[config.mk]
export PLATFORM = sky130hd
export DESIGN_NAME = aer_event_tx
export DESIGN_NICKNAME = d
export VERILOG_FILES = /design/src/rtl/snn_aer_pkg.sv /design/src/rtl/sync_ff.sv /design/src/rtl/aer_event_tx.sv
export SDC_FILE = /design/constraint.sdc
export NUM_CORES = 1
export LEC_CHECK = 0
export CAP_MARGIN = 25
export CORE_MARGIN = 2
export CORE_UTILIZATION = 25
export CTS_CLUSTER_DIAMETER = 100
export DETAILED_ROUTE_END_ITERATION = 12
export PLACE_DENSITY_LB_ADDON = 0.3
export RECOVER_POWER = 25
export SYNTH_ARGS = -nofsm -noshare
export SYNTH_HDL_FRONTEND = slang
export SYNTH_SLANG_ARGS = --single-unit
[constraint.sdc]
create_clock -name CLK -period 2 [get_ports CLK]
set_input_delay 0.3 -clock CLK [delete_from_list [all_inputs] [get_ports CLK]]
set_output_delay 0.3 -clock CLK [all_outputs]
set_load 0.02 [all_outputs]
[src/rtl/snn_aer_pkg.sv]
// Shared types and constants for the SNN AER transmit path.
package snn_aer_pkg;

  typedef enum logic [2:0] {IDLE, LATCH, REQ_HI, ACK_LO} aer_tx_state_t;

  // Word the ROC encoder emits during its reset sequence; forwarded unchanged.
  localparam logic [9:0] AER_RST_WORD = 10'h1FF;

endpackage

[src/rtl/sync_ff.sv]
// Generic single-bit synchroniser: STAGES flops, asynchronous clear to 0.
module sync_ff #(
  parameter int STAGES = 2
) (
  input  logic CLK,
  input  logic RST,
  input  logic D,
  output logic Q
);

  logic [STAGES-1:0] vld_pipe;

  always_ff @(posedge CLK or posedge RST) begin
    if (RST) vld_pipe <= '0;
    else     vld_pipe <= {vld_pipe[STAGES-2:0], D};
  end

  assign Q = vld_pipe[STAGES-1];

endmodule

[src/rtl/aer_event_tx.sv]
// Delivers encoder indices to the SNN core over a 4-phase AER REQ/ACK handshake,
// with per-phase timeout and a saturating delivered-event counter.
module aer_event_tx
  import snn_aer_pkg::*;
#(
  parameter int ADDR_BITS   = 10,
  parameter int SYNC_STAGES = 2,
  parameter int TIMEOUT_CYC = 1024,
  parameter int CNT_BITS    = 16
) (
  input  logic                 CLK,
  input  logic                 RST,
  input  logic [ADDR_BITS-1:0] NEXT_INDEX,
  input  logic                 FOUND_NEXT_INDEX,
  output logic                 AERIN_CTRL_BUSY,
  output logic [ADDR_BITS-1:0] AERIN_ADDR,
  output logic                 AERIN_REQ,
  input  logic                 AERIN_ACK,
  output logic                 TIMEOUT_ERR,
  output logic [CNT_BITS-1:0]  EVENT_CNT
);

  localparam int                TMR_BITS = (TIMEOUT_CYC > 2) ? $clog2(TIMEOUT_CYC) : 1;
  localparam logic [TMR_BITS-1:0] TMR_MAX = TMR_BITS'(TIMEOUT_CYC - 1);

  aer_tx_state_t       state_q, state_d;
  logic [TMR_BITS-1:0] timer_q;
  logic                ack_s;
  logic                addr_ld, req_set, req_clr, cnt_inc, tmo, tmr_last;

  sync_ff #(.STAGES(SYNC_STAGES)) u_ack_sync (
    .CLK (CLK),
    .RST (RST),
    .D   (AERIN_ACK),
    .Q   (ack_s)
  );

  assign tmr_last = (timer_q == TMR_MAX);

  always_comb begin
    state_d = state_q;
    addr_ld = 1'b0;
    req_set = 1'b0;
    req_clr = 1'b0;
    cnt_inc = 1'b0;
    tmo     = 1'b0;
    case (state_q)
      IDLE: if (FOUND_NEXT_INDEX) begin
        addr_ld = 1'b1;
        state_d = LATCH;
      end
      // Encoder's index is only valid on its last strobe cycle, so keep reloading.
      LATCH: if (FOUND_NEXT_INDEX) begin
        addr_ld = 1'b1;
      end else begin
        req_set = 1'b1;
        state_d = REQ_HI;
      end
      REQ_HI: if (ack_s) begin
        req_clr = 1'b1;
        state_d = ACK_LO;
      end else if (tmr_last) begin
        tmo     = 1'b1;
        req_clr = 1'b1;
        state_d = IDLE;
      end
      ACK_LO: if (!ack_s) begin
        cnt_inc = 1'b1;
        state_d = IDLE;
      end else if (tmr_last) begin
        tmo     = 1'b1;
        state_d = IDLE;
      end
      default: state_d = IDLE;
    endcase
  end

  always_ff @(posedge CLK or posedge RST) begin
    if (RST) begin
      state_q         <= IDLE;
      timer_q         <= '0;
      AERIN_ADDR      <= '0;
      AERIN_REQ       <= 1'b0;
      AERIN_CTRL_BUSY <= 1'b0;
      TIMEOUT_ERR     <= 1'b0;
      EVENT_CNT       <= '0;
    end else begin
      state_q <= state_d;
      if (state_d != state_q)                      timer_q <= '0;
      else if (state_q == REQ_HI || state_q == ACK_LO) timer_q <= timer_q + 1'b1;
      if (addr_ld) AERIN_ADDR <= NEXT_INDEX;
      if (req_set)      AERIN_REQ <= 1'b1;
      else if (req_clr) AERIN_REQ <= 1'b0;
      // Rises with the move out of IDLE, falls one cycle after IDLE is re-entered.
      AERIN_CTRL_BUSY <= (state_q != IDLE) || (state_d != IDLE);
      if (tmo) TIMEOUT_ERR <= 1'b1;
      if (cnt_inc && !(&EVENT_CNT)) EVENT_CNT <= EVENT_CNT + 1'b1;
    end
  end

endmodule

==> metrics.md <==
| Metric | Value |
|---|---|
| First-pass GRT wire length | about 7.4 mm |
| Worst-margin pin slew | 665.0 ps |
| Synth Area in XOR/XNOR | 7.837% |
| Worst-skew pair later-pin latency | around 290 ps |
| CTS clk-pin slew, worst paths | 80 ps |
| Setup crit end kind | flop |
| Dpl cells | 342 |
| Gr ovfl total | 0 |
| Fraction of layout instances using a drive strength above 1 | 15.57% |
| Die Area | 9247 um^2 |
| Yosys cell types | 42 |
| CP Class | reg -> reg |
| Commonest non-fill, non-tap cells in the layout | 44 x dfrtp_1, 40 x clkdlybuf4s50_1, 14 x mux2_2 |
| Worst min path class | reg -> reg |
| Routed met3 length | ~220 um |
| Pin count of the biggest net entering global routing | 30 |
| MaxCap Viol Count | 0 |
| Pwr Density | 743.3 nW/um^2 |
| Final instance count without filler cells | 349 |
| Max Slew Vio Count | 0 |
| Status | finished clean |
| GPL Wtd Cong | a little under 0.8 |
| I/O pin cnt | 43 |
| Area contributors post-synth | dfrtp_1 52%, mux2_2 7.4%, xnor2_1 4.9% |
| Area share of the largest cell type after synthesis | 51.86% |
| Worst setup margin | between 200 and 300 ps |
| ANT nets after route | 0 |
| Post-route DRC | 0 |
| Worst setup SP type | flop |
| Filler cells | 823 |
| Detailed Place HPWL | 3.283 mm |
| Post-CTS Hold Fix Bufs | 0 |
| Post-Syn Nets | 208 |
| Clk sinks | 44 |
| Initial DRC Count | ~130 |
| Post-synthesis simple-gate area fraction | 19.80% |
| Setup TNS | 0 ps |
| Dpl ws | between 200 and 300 ps |
| Sequential share of the synthesized area | 51.86% |
| CP Data Required Time | around 2200 ps |
| Synth Area in Compound Gates | 8.191% |
| Worst vdd ir | 0.0003672 V |
| Final hold violations | 0 |
| Commonest non-fill, non-tap cell in the layout | dfrtp_1 |
| Post-Syn Instances | 192 |
| Die X | 96.16 um |
| IO buf count | 42 |
| Mux contribution to synthesized area | 7.896% |
| CTS Buf Count | 5 |
| Final setup viols | 0 |
| Antenna violations before repair | 0 |
| Pleak | roughly 1.2 nW |
| DRT Wirelength | 4.424 mm |
| Core area | 8217 um^2 |
| Critical Path AT | 1890 ps |
| Vias post-DR | 1589 |
| Synth Register Bits | 44 |
| Main synth FF type | dfrtp_1 |
| Post-cts resize count | 0 |
| Layout Nets | 260 |
| Min cycle time layout | approximately 1700 ps |
| WL per Instance | 12.68 um |
| CTS tree | yes |
| Largest family of logic cells by synthesized area | simple AND/OR/NAND/NOR gates |
| Clock Skew | 10.40 ps |
| Wire length on met1 | 2.174 mm |
| Synth Area in Adders | about 1.7% |
| Area Growth Syn to Fin | 34.35% |
| Syn Area/Cell | 11.06 um^2 |
| Metal2 WL | 1.977 mm |
| Ant diodes | 0 |
| YS warnings | 0 |
| Critical-path maximum fanout | 5 |
| RSZ-0062 raised after global routing | no |
| Post-synth top area cell | dfrtp_1 |
| Final period util | 85.19% |
| CTS Root Cell | clkbuf_8 |
| H-tree Lvls | 2 |
| Worst rel slew slack | a little under three fifths |
| Fmax achieved | around 0.59 GHz |
| Power, Total | 2.121 mW |
| Worst-case clock buffer depth | 2 |
| Die Y | 96.16 um |
| GRT Overall Usage | 10.29% |
| Final hold slack | roughly 360 ps |
| Vias in the first global route | 1556 |
| Mapped cell area | 2123 um^2 |
| Number of synthesized flops with an enable pin | 0 |
| # Post-CTS Setup Buffers | 0 |
| Top sig layer | met4 |
| Async SR Flop Fraction | 100.0% |
| Rows | 33 |
| Via-per-instance ratio | 4.553 |
| DR pass1 iterations | 4 |
| Initial core utilization | 25.84% |
-- synth_stat cells (all sizes together) (2+ instances only) --
library cell   n
dfrtp         44
mux2          14
nand2         13
nor2          12
xnor2         12
nor3          11
a21oi          8
nand4          8
and3           7
xor2           7
inv            6
nand3          6
buf            5
a31oi          3
nor2b          3
o211ai         3
o21a           3
o21ai          3
a31o           2
ha             2
-- through the flow --
stage	cell area (um^2)	utilization (%)
6_report	2853	34.72
5_1_grt	2853	34.72
4_1_cts	2853	34.72
3_5_place_dp	2724	33.15
3_3_place_gp	2724	33.15
2_1_floorplan	2123	-
-- layout make-up --
| cell class | count | area, um^2 | share of cell area [%] |
|---|---|---|---|
| repair buffers | 51 | 500.5 | 17.54 |
| flip-flops and latches | 44 | 1101 | 38.60 |
| clock buffers | 5 | 68.82 | 2.412 |
| clock inverters | 2 | 60.06 | 2.105 |
| well taps | 105 | 131.4 | 4.605 |
| multi-input cells | 136 | 968.4 | 33.95 |
| inverters | 6 | 22.52 | 0.7895 |
-- registers in the layout, indices dropped and copies added, names as in the netlist --
| name | cells |
|---|---|
| EVENT_CNT | 16 |
| AERIN_ADDR | 10 |
| timer_q | 10 |
| state_q | 3 |
| u_ack_sync.vld_pipe | 2 |
| AERIN_CTRL_BUSY | 1 |
| AERIN_REQ | 1 |
| TIMEOUT_ERR | 1 |
-- power by group --
part           leakage, nW  switching (mW)  total [mW]  internal [mW]
combinational        0.526           0.157       0.336          0.179
sequential           0.575          0.0484       0.995          0.947
clock               0.0642           0.297       0.789          0.492
-- cells by family (layout without fill, tap and decap cells) --
family | Yosys count | after routing
compound gates | 26 | 26
mux | 15 | 15
flops | 44 | 44
buf+inv | 12 | 64
fa+ha+maj | 3 | 3
xor+xnor | 19 | 19
other cells | 1 | 1
simple gates | 72 | 72
-- worst max-delay path, cell delays in order, from the launching register on --
cell and delay (ps):
dfrtp_1 390, ha_1 200, nand2_1 110, or3_4 420, maj3_2 310, a22o_1 170
-- worst paths after layout --
check,start,endpoint,slack (ps),cells past startpoint
hold reg to reg,u_ack_sync.vld_pipe[0],u_ack_sync.vld_pipe[1],360,0
min in group asynchronous,RST,AERIN_ADDR[2],540,2
setup / recovery,timer_q[0],state_q[1],300,5
setup reg to reg,timer_q[0],state_q[1],300,5
max in group asynchronous,RST,EVENT_CNT[3],870,3
hold / removal,u_ack_sync.vld_pipe[0],u_ack_sync.vld_pipe[1],360,0
-- per-layer routing --
metal	global-route usage [%]	vias up
met5	0	-
met4	3.929	0
met3	2.428	2
met2	15.63	40
met1	14.17	760
li1	-	787
No activity file was read; power rests on OpenSTA's default activity.
